[src/rtl/alu_exec_unit.sv]
// alu_exec_unit: round-robin issue from the ALU reservation station, one
// registered execute stage (S1), and a 2-entry {tag, data} result FIFO
// toward the ROB. Issue is credit-gated so S1 never has to stall.

// Per-entry slice: masks the entry currently held in S1 and drives its clear.
module alu_exec_lane #(
  parameter int idx   = 0,
  parameter int idx_w = 3
) (
  input  logic             ready,
  input  logic             s1_valid,
  input  logic [idx_w-1:0] s1_idx,
  output logic             req,
  output logic             clr
);
  logic held;

  // Entry sitting in S1 is still flagged ready by the station; hide it.
  always_comb begin
    held = s1_valid && (s1_idx == idx_w'(idx));
    req  = ready && !held;
    clr  = held;
  end
endmodule

// ALU / comparator datapath; result is 32-bit and wraps.
module alu_exec_calc (
  input  logic [31:0] r1,
  input  logic [31:0] r2,
  input  logic [2:0]  alu_opcode,
  input  logic [2:0]  cmp_opcode,
  input  logic        acu_operation,
  output logic [31:0] result
);
  logic [4:0]  sh;
  logic [31:0] alu_res;
  logic        cmp_res;

  // ALU op, comparator op, then select by acu_operation.
  always_comb begin
    sh      = r2[4:0];
    alu_res = '0;
    cmp_res = 1'b0;
    case (alu_opcode)
      3'd0: alu_res = r1 + r2;
      3'd1: alu_res = r1 << sh;
      3'd2: alu_res = $signed(r1) >>> sh;
      3'd3: alu_res = r1 - r2;
      3'd4: alu_res = r1 ^ r2;
      3'd5: alu_res = r1 >> sh;
      3'd6: alu_res = r1 | r2;
      default: alu_res = r1 & r2;
    endcase
    case (cmp_opcode)
      3'd0: cmp_res = (r1 == r2);
      3'd1: cmp_res = (r1 != r2);
      3'd4: cmp_res = ($signed(r1) <  $signed(r2));
      3'd5: cmp_res = ($signed(r1) >= $signed(r2));
      3'd6: cmp_res = (r1 <  r2);
      3'd7: cmp_res = (r1 >= r2);
      default: cmp_res = 1'b0;
    endcase
    result = acu_operation ? {31'b0, cmp_res} : alu_res;
  end
endmodule

module alu_exec_unit #(
  parameter int size  = 8,
  parameter int tag_w = 4
) (
  input  logic                        clk,
  input  logic                        rst,
  input  logic                        flush,
  input  logic [size-1:0]             ready,
  input  logic [size-1:0][31:0]       r1,
  input  logic [size-1:0][31:0]       r2,
  input  logic [size-1:0][tag_w-1:0]  tag,
  input  logic [size-1:0][2:0]        alu_opcode,
  input  logic [size-1:0][2:0]        cmp_opcode,
  input  logic [size-1:0]             acu_operation,
  output logic [size-1:0]             clr,
  output logic                        res_valid,
  output logic [tag_w-1:0]            res_tag,
  output logic [31:0]                 res_data,
  input  logic                        res_ready
);
  localparam int idx_w = (size > 1) ? $clog2(size) : 1;
  localparam int ent_w = tag_w + 32;

  logic [size-1:0]  req;
  logic [idx_w-1:0] rr_ptr, pick, cand;
  logic             found, credit_ok, issue;
  int               c;

  logic             s1_valid;
  logic [idx_w-1:0] s1_idx;
  logic [31:0]      s1_r1, s1_r2;
  logic [tag_w-1:0] s1_tag;
  logic [2:0]       s1_alu_op, s1_cmp_op;
  logic             s1_acu;
  logic [31:0]      s1_result;

  logic [1:0][ent_w-1:0] fifo_mem;
  logic             wr_ptr, rd_ptr;
  logic [1:0]       count;
  logic             push, pop;
  logic [2:0]       occ;

  for (genvar i = 0; i < size; i++) begin : g_lane
    alu_exec_lane #(.idx(i), .idx_w(idx_w)) u_lane (
      .ready    (ready[i]),
      .s1_valid (s1_valid),
      .s1_idx   (s1_idx),
      .req      (req[i]),
      .clr      (clr[i])
    );
  end

  // First unmasked ready entry at or after rr_ptr, wrapping modulo size.
  always_comb begin
    found = 1'b0;
    pick  = '0;
    cand  = '0;
    c     = 0;
    for (int k = 0; k < size; k++) begin
      c = int'(rr_ptr) + k;
      if (c >= size) c = c - size;
      cand = idx_w'(c);
      if (!found && req[cand]) begin
        found = 1'b1;
        pick  = cand;
      end
    end
  end

  // Credit: FIFO slots already promised (stored + in S1 - leaving) must be < 2.
  always_comb begin
    push      = s1_valid;
    pop       = res_valid && res_ready;
    occ       = {1'b0, count} + {2'b0, s1_valid} - {2'b0, pop};
    credit_ok = (occ < 3'd2);
    issue     = found && credit_ok && !flush;
  end

  // Round-robin pointer advances past whichever entry was issued.
  always_ff @(posedge clk or negedge rst) begin
    if (!rst)        rr_ptr <= '0;
    else if (flush)  rr_ptr <= '0;
    else if (issue)  rr_ptr <= (pick == idx_w'(size - 1)) ? '0 : pick + 1'b1;
  end

  // S1 capture of the issued entry; valid for exactly one cycle per issue.
  always_ff @(posedge clk or negedge rst) begin
    if (!rst) begin
      s1_valid  <= 1'b0;
      s1_idx    <= '0;
      s1_r1     <= '0;
      s1_r2     <= '0;
      s1_tag    <= '0;
      s1_alu_op <= '0;
      s1_cmp_op <= '0;
      s1_acu    <= 1'b0;
    end else if (flush) begin
      s1_valid <= 1'b0;
    end else begin
      s1_valid <= issue;
      if (issue) begin
        s1_idx    <= pick;
        s1_r1     <= r1[pick];
        s1_r2     <= r2[pick];
        s1_tag    <= tag[pick];
        s1_alu_op <= alu_opcode[pick];
        s1_cmp_op <= cmp_opcode[pick];
        s1_acu    <= acu_operation[pick];
      end
    end
  end

  alu_exec_calc u_calc (
    .r1            (s1_r1),
    .r2            (s1_r2),
    .alu_opcode    (s1_alu_op),
    .cmp_opcode    (s1_cmp_op),
    .acu_operation (s1_acu),
    .result        (s1_result)
  );

  // Result FIFO: S1 pushes unconditionally, ROB pops on handshake.
  always_ff @(posedge clk or negedge rst) begin
    if (!rst) begin
      fifo_mem <= '0;
      wr_ptr   <= 1'b0;
      rd_ptr   <= 1'b0;
      count    <= '0;
    end else if (flush) begin
      wr_ptr <= 1'b0;
      rd_ptr <= 1'b0;
      count  <= '0;
    end else begin
      if (push) begin
        fifo_mem[wr_ptr] <= {s1_tag, s1_result};
        wr_ptr           <= ~wr_ptr;
      end
      if (pop) rd_ptr <= ~rd_ptr;
      count <= count + {1'b0, push} - {1'b0, pop};
    end
  end

  // Head is zeroed when empty so stale entries never reach the ROB pins.
  always_comb begin
    res_valid           = (count != 2'd0);
    {res_tag, res_data} = res_valid ? fifo_mem[rd_ptr] : '0;
  end

  // The credit rule guarantees S1 never pushes into a full FIFO.
  a_no_overflow: assert property (@(posedge clk) disable iff (!rst)
    (s1_valid && !flush) |-> (count != 2'd2));

endmodule

[config.mk]
export PLATFORM = sky130hd
export DESIGN_NAME = alu_exec_unit
export DESIGN_NICKNAME = d
export VERILOG_FILES = /design/src/rtl/alu_exec_unit.sv
export SDC_FILE = /design/constraint.sdc
export NUM_CORES = 1
export LEC_CHECK = 0
export BUFFER_PORTS_ARGS = -buffer_cell sky130_fd_sc_hd__buf_2
export CELL_PAD_IN_SITES_DETAIL_PLACEMENT = 0
export CELL_PAD_IN_SITES_GLOBAL_PLACEMENT = 2
export CORE_ASPECT_RATIO = 0.75
export CORE_MARGIN = 5
export CORE_UTILIZATION = 30
export DETAILED_ROUTE_END_ITERATION = 16
export HOLD_SLACK_MARGIN = 0.15
export PLACE_DENSITY_LB_ADDON = 0.25
export SLEW_MARGIN = 20
export SYNTH_ARGS = -nofsm -noshare
export SYNTH_HDL_FRONTEND = slang
export SYNTH_HIERARCHICAL = 1
export SYNTH_SLANG_ARGS = --single-unit
[constraint.sdc]
create_clock -name clk -period 5.9 [get_ports clk]
set_clock_uncertainty 0.1 [all_clocks]
set_input_delay 1.18 -clock clk [delete_from_list [all_inputs] [get_ports clk]]
set_output_delay 1.18 -clock clk [all_outputs]
set_load 0.005 [all_outputs]
==> metrics.yaml, run 1 <==
synthMuxAreaShare_pct: 32.5
drtPass1Iterations: 6
layout_min_cycle_time_ns: 5.03
ys_types: 108
yosys-top-cells-area: "mux2i_1 22%, dfrtp_1 18%, ha_1 6.2%, mux4_2 5.5%, a21oi_1 4.7%"
cap_viol_max_count: 0
die_area_sq_mm: 0.0794
grt_antenna_before_repair: 12
ant_nets: 0
cts.reportedPaths.clkPinSlew_ns: 0.07
endpoint_kind: "register"
syn_area_sq_mm: 0.0221
synth-edff-count: 0
crit_fanout: 46
start_util_pct: 30.2
synth_top_family_by_area: "multiplexers"
report.final.slew_viol_count: 0
critical_path.startpoint_type: "register"
grt_max_degree: 155
powerDensity_mw_per_mm2: 753
drt-initial-drc-count: 2405
regToRegEndpoint: "s1_r2[8]$_DFFE_PN0P_"
synthXorXnorAreaFrac_pct: 0.944
setup.worst_path.end: "s1_r2[8]$_DFFE_PN0P_"
design.core.area_sq_mm: 0.0733
cts_hold_buf: 0
cts_max_level: 4
cts_num_sinks: 158
min_path_type: "register to register"
cts-buffers-inserted: 17
setup_viol_count_final: 0
grt_pass1_vias: 23224
wl_per_cell_um: 29.0
drive_gt1_share_pct: 32.2
r2r_slack_ns: 0.87
synth_seq_area_share_pct: 17.9
fillers: 7663
routed_via_density: 5.82
slowest_stage: "dfrtp_1"
syn_area_per_cell_sq_um: 8.71
p_leak_nw: 12.0
synth_commonest_cells: "492 x mux2i_1, 219 x nor2_1, 209 x a21oi_1"
synth-warning-count: 6
setup_ws_ns: 0.870
finalCritPeriodShare_pct: 85.3
post_cts_resized: 0
grt-ovfl-total: 0
yosys.area.top_type: "mux2i_1"
syn_nets: 3268
dp_slack_ns: 0.869
reg2reg_from: "push$_DFF_PN0_"
synth_most_common_cell: "mux2i_1"
io_buffer_count: 656
fmax_mhz: 199
slew_headroom_pct: 32.3
vias: 23687
criticalPathCategory: "register to register"
synth_compound_area_share_pct: 23.1
status: "finished clean"
row_count: 86
dp_hpwl_mm: 95.8
synth-seq-cells: 158
cts-root-buf: "clkbuf_16"
synth_top_area_share_pct: 22.2
crit_required_ns: 6.14
layout.nets: 3809
cts_tree: "done"
gp_congestion: 0.984
synth-simple-area-share_pct: 11.2
clk_latency_ns: 0.49
ios: 657
grtUsageTotal_pct: 28.6
async_reset_ff_share_pct: 100
slowest_delay_ns: 0.65
worstMarginPinSlew_ns: 0.990
dieWidth_um: 324
cts_setup_buffers: 0
rsz0062_at_grt: "no"
grt_pass1_wl_mm: 168
startpoint: "push$_DFF_PN0_"
setup_tns_ns: 0
ir_drop_v: 0.000588
drt_wl_total_mm: 118
synth_fa_ha_area_share_pct: 6.49
r2r_cells: 12
route.detailed.drc: 0
crit_chain: "nor4b_4 > nor2b_1 > mux4_2 > nor2b_1 > a21oi_1 > nand3_1 > o32ai_4 > buf_12 > buf_12 > mux2i_1 > a22o_1 > a21oi_1"
clk_path_buf_depth: 2
synthCells: 2543
finalHoldViolCount: 0
ys.flop_type: "dfrtp_1"
worstPathArrival_ns: 5.27
syn2layout_area_growth_pct: 21.5
die_h_um: 245
cell families (layout without fill, tap and decap cells):
logic type | count (synthesis) | count (layout)
buf+inv | 342 | 896
compound gates | 746 | 746
mux | 640 | 640
flops | 158 | 158
fa+ha+maj | 113 | 113
xor+xnor | 23 | 23
simple gates | 521 | 521
other cells | 0 | 5
worst min-delay path by stage:
stage | from | to | slack (ns) | depth (start not counted)
after floorplan | fifo_mem[36]$_DFFE_PN0P_ | fifo_mem[36]$_DFFE_PN0P_ | 0.38 | 1
after global placement | fifo_mem[68]$_DFFE_PN0P_ | fifo_mem[68]$_DFFE_PN0P_ | 0.39 | 1
after detailed placement | fifo_mem[56]$_DFFE_PN0P_ | fifo_mem[56]$_DFFE_PN0P_ | 0.39 | 1
after CTS | fifo_mem[17]$_DFFE_PN0P_ | fifo_mem[17]$_DFFE_PN0P_ | 0.41 | 1
after global routing | fifo_mem[65]$_DFFE_PN0P_ | fifo_mem[65]$_DFFE_PN0P_ | 0.42 | 1
final | fifo_mem[50]$_DFFE_PN0P_ | fifo_mem[50]$_DFFE_PN0P_ | 0.41 | 1
registers in the layout, summed over array words and instances (netlist names):
name       cells
push           1
wr_ptr         1
s1_cmp_op      3
s1_alu_op      3
s1_acu         1
rr_ptr         3
fifo_mem      72
s1_r2         32
s1_r1         32
count          2
s1_tag         4
s1_idx         3
rd_ptr         1
area by class of cell:
cell class / count / area (sq um) / share of cell area, %
tap: 968 / 1210 / 4.50
timing repair buffer: 751 / 4170 / 15.5
antenna: 5 / 12.5 / 0.0465
clock buffer: 17 / 425 / 1.58
sequential: 158 / 3970 / 14.7
multi-input combinational: 2043 / 16500 / 61.4
inverter: 113 / 424 / 1.58
clock inverter: 15 / 186 / 0.693
placed cells by master, fill, tap and decap left out, drive strengths merged, types with 8 or more instances in the layout:
| cell type | synthesis | routed |
|---|---|---|
| a211oi | 40 | 40 |
| a21o | 19 | 19 |
| a21oi | 213 | 213 |
| a221o | 9 | 9 |
| a221oi | 12 | 12 |
| a22o | 77 | 77 |
| a22oi | 12 | 12 |
| a311oi | 10 | 10 |
| a31oi | 14 | 14 |
| and2 | 12 | 12 |
| buf | 125 | 751 |
| clkbuf | 104 | 17 |
| clkinv | 3 | 9 |
| dfrtp | 158 | 158 |
| ha | 110 | 110 |
| inv | 110 | 118 |
| mux2 | 94 | 94 |
| mux2i | 492 | 492 |
| mux4 | 54 | 54 |
| nand2 | 122 | 122 |
| nand3 | 21 | 21 |
| nand4 | 12 | 12 |
| nor2 | 219 | 219 |
| nor2b | 27 | 27 |
| nor3 | 40 | 40 |
| nor3b | 8 | 8 |
| nor4 | 8 | 8 |
| o211ai | 22 | 22 |
| o21a | 11 | 11 |
| o21ai | 94 | 94 |
| o21bai | 8 | 8 |
| o221ai | 15 | 15 |
| o22ai | 94 | 94 |
| o31ai | 15 | 15 |
| o32ai | 10 | 10 |
| or3 | 13 | 13 |
| xnor2 | 17 | 17 |
where the power goes:
| group | switching (mW) | leakage [nW] | internal [mW] |
|---|---|---|---|
| logic | 10.3 | 9.85 | 6.41 |
| clock network | 0.606 | 0.300 | 0.610 |
| registers | 0.724 | 1.89 | 1.59 |
worst max-delay path, delay by kind of cell, from the launching register on:
kind / cells / cell delay [ns]
compound gates: 4 / 1.12
simple gates: 4 / 1.33
flops: 1 / 0.65
mux: 2 / 0.93
buf+inv: 2 / 0.64
metal layers:
metal | global-route usage, % | wire length, um
met5 | 0 | 25
met4 | 5.50 | 2140
met3 | 7.39 | 10200
met2 | 44.0 | 52500
met1 | 40.7 | 53300
metrics by stage:
stage / power [mW] / utilization [%] / std cells / hold slack, ns / instance area [sq um]
5_1_grt: 21.4 / 36.7 / 4069 / 0.416 / 26900
6_report: 20.2 / 36.7 / 4070 / 0.407 / 26900
3_3_place_gp: 18.6 / 35.9 / 4033 / 0.389 / 26300
2_1_floorplan: 13.6 / - / 2543 / 0.379 / 22100
4_1_cts: 20.0 / 36.7 / 4065 / 0.410 / 26900
3_5_place_dp: 18.6 / 35.9 / 4033 / 0.393 / 26300
No activity file was read; power rests on OpenSTA's default activity.
==> run 2: changes to the inputs <==
Settings changed: HOLD_SLACK_MARGIN 0.15 to not set.
Clock period 5.9 ns to 5.3 ns, I/O delays scaled along.
==> run 2 against run 1 <==
Total power up 14%. Setup slack got worse by 0.71 ns. Register-to-register slack got worse by 0.71 ns. Sequential power up 12%. Fmax decreased by 2.2%. Routed wire length increased by 1.1%. Global-route usage is 0.46 points higher. Hold slack worse by 0.0025 ns. Die area unchanged. Sequential share of layout area shrank 0.19 points. Combinational power up 15%. Count of clock-buffer cells in the layout up 2. Critical path type unchanged. Critical endpoint is now s1_r2[0]$_DFFE_PN0P_. Highest routed layer unchanged.
==> metrics.yaml, run 2 (synthesis results as in run 1) <==
start_util_pct: 30.2  # unchanged
drt-initial-drc-count: 2237  # -7.0%
clk_path_buf_depth: 2  # unchanged
cts-buffers-inserted: 17  # unchanged
grt-ovfl-total: 0  # unchanged
cts_tree: "done"
powerDensity_mw_per_mm2: 848  # +13%
final_common_cell: "buf_2"
io_buffer_count: 656  # unchanged
r2r_cells: 11  # -1
critical-path-top-delay-family: "compound AO/OA/AOI/OAI gates"
clk_latency_ns: 0.50  # about the same
setup_tns_ns: 0  # unchanged
setup_ws_ns: 0.157  # -0.713 ns
regToRegEndpoint: "s1_r2[0]$_DFFE_PN0P_"
crit_required_ns: 5.51  # -0.63 ns
ios: 657  # unchanged
slew_headroom_pct: 32.7  # +0.41 points
ant_nets: 0  # unchanged
worstPathArrival_ns: 5.35  # +0.08 ns
fillers: 7641  # -0.29%
grt_pass1_wl_mm: 169  # +1.1%
report.final.slew_viol_count: 0  # unchanged
route.detailed.drc: 0  # unchanged
hold_end: "fifo_mem[57]$_DFFE_PN0P_"
switchingPower_mw: 13.1  # +13%
die_area_sq_mm: 0.0794  # unchanged
critical_path.startpoint_type: "register"
grt_antenna_before_repair: 17  # +5
dp_slack_ns: 0.321  # -0.548 ns
min-delay-start: "fifo_mem[57]$_DFFE_PN0P_"
ir_drop_v: 0.000435  # -26%
cts-root-buf: "clkbuf_16"
finalHoldViolCount: 0  # unchanged
worstMarginPinSlew_ns: 1.01  # +0.0194 ns
swShare_pct: 56.9  # -0.64 points
pwr-share-seq_pct: 11.1  # -0.3 points
cts_max_level: 4  # unchanged
drt_wl_total_mm: 120  # +1.1%
reg2reg_from: "push$_DFF_PN0_"
cts_setup_buffers: 0  # unchanged
finalCritPeriodShare_pct: 97.0  # +12 points
rsz0062_at_grt: "no"
setup_viol_count_final: 0  # unchanged
criticalPathCategory: "register to register"
cts_num_sinks: 158  # unchanged
fmax_mhz: 194  # -2.2%
reg.largest.list: "fifo_mem x72, s1_r1 x32, s1_r2 x32"
layout.nets: 3859  # +1.3%
vias: 23872  # +0.78%
p_leak_nw: 12.3  # +1.9%
final_cell_mix: "655 x buf_2, 492 x mux2i_1, 217 x nor2_1"
drive_gt1_share_pct: 33.1  # +0.95 points
crit_chain: "nor4b_4 > nor2b_1 > mux4_2 > nor2b_1 > a21oi_1 > nand3_1 > o32ai_2 > a21oi_4 > buf_12 > a22o_1 > a21oi_1"
pwr-share-comb_pct: 83.2  # +0.6 points
grtUsageTotal_pct: 29.0  # +0.46 points
status: "finished clean"
die_h_um: 245  # unchanged
wl_per_cell_um: 29.0  # -0.14%
post_cts_resized: 0  # unchanged
dieWidth_um: 324  # unchanged
largest_reg_flops: 72  # unchanged
grt_max_degree: 105  # -32%
endpoint_kind: "register"
row_count: 86  # unchanged
grt_pass1_vias: 23897  # +2.9%
cts_hold_buf: 0  # unchanged
drtPass1Iterations: 8  # +2
regMostFlops: "fifo_mem"
dp_hpwl_mm: 98.3  # +2.6%
path_buf_inv: 1  # -1
slowest_delay_ns: 0.77  # +0.12 ns
r2r_slack_ns: 0.16  # -0.71 ns
layout_min_cycle_time_ns: 5.14  # +0.113 ns
routed_via_density: 5.79  # -0.49%
design.core.area_sq_mm: 0.0733  # unchanged
gp_congestion: 0.975  # -0.86%
cap_viol_max_count: 0  # unchanged
hold_depth: 1  # unchanged
crit_fanout: 25  # -46%
cts.reportedPaths.clkPinSlew_ns: 0.08  # about the same
slowest_stage: "o32ai_2"
p_int_mw: 9.96  # +16%
syn2layout_area_growth_pct: 23.1
power_frac_clock_pct: 5.7  # -0.3 points
min_path_type: "register to register"
==> run 2: cell type report <==
type	instances	area (sq um)	share of cell area, %
Inverter	113	424	1.56
Tap cell	968	1210	4.44
Sequential cell	158	3970	14.6
Timing Repair Buffer	801	4540	16.7
Clock inverter	13	150	0.551
Antenna cell	7	17.5	0.0643
Clock buffer	19	443	1.63
Multi-Input combinational cell	2043	16500	60.5
==> run 2: power groups by stage <==
stage / clock network [mW] / logic [mW] / registers [mW]
6_report: 1.31 / 19.2 / 2.58
3_3_place_gp: 0 / 18.6 / 2.57
3_5_place_dp: 0 / 18.7 / 2.59
2_1_floorplan: 0 / 12.9 / 2.21
5_1_grt: 1.40 / 20.4 / 2.63
4_1_cts: 1.36 / 18.8 / 2.56
==> run 2: worst max path at each step <==
stage / slack [ns] / start / end / cells past startpoint
final: 0.16 / push$_DFF_PN0_ / s1_r2[0]$_DFFE_PN0P_ / 11
after global routing: 0.08 / push$_DFF_PN0_ / s1_r2[0]$_DFFE_PN0P_ / 11
after CTS: 0.41 / push$_DFF_PN0_ / s1_r2[0]$_DFFE_PN0P_ / 11
after detailed placement: 0.32 / ready[0] / s1_r2[0]$_DFFE_PN0P_ / 11
after global placement: 0.36 / ready[0] / s1_r2[0]$_DFFE_PN0P_ / 12
after floorplan: 1.04 / s1_r2[3]$_DFFE_PN0P_ / fifo_mem[21]$_DFFE_PN0P_ / 16
==> run 2: through the flow <==
stage	area [sq um]	hold slack [ns]	instances	utilization, %	total power [mW]
final	27300	0.405	4122	37.2	23.1
after CTS	27200	0.409	4115	37.2	22.7
after global placement	26600	0.389	4083	36.4	21.2
after floorplan	22100	0.379	2543	-	15.1
after detailed placement	26600	0.394	4083	36.4	21.3
after global routing	27200	0.414	4119	37.2	24.5
==> run 2: routing by layer <==
metal	track usage (%)	vias up	share of wire, %
li1	-	10795	-
met1	39.0	11883	44
met2	44.3	1059	44
met3	11.0	123	9.8
met4	6.91	12	2.3
met5	0	-	0.070
==> run 2: worst register-to-register path, cell delays in order, from the launching register on <==
cell and delay [ns]:
dfrtp_1 0.56, nor4b_4 0.51, nor2b_1 0.28, mux4_2 0.54, nor2b_1 0.17, a21oi_1 0.33
nand3_1 0.28, o32ai_2 0.77, a21oi_4 0.31, buf_12 0.27, a22o_1 0.24, a21oi_1 0.61
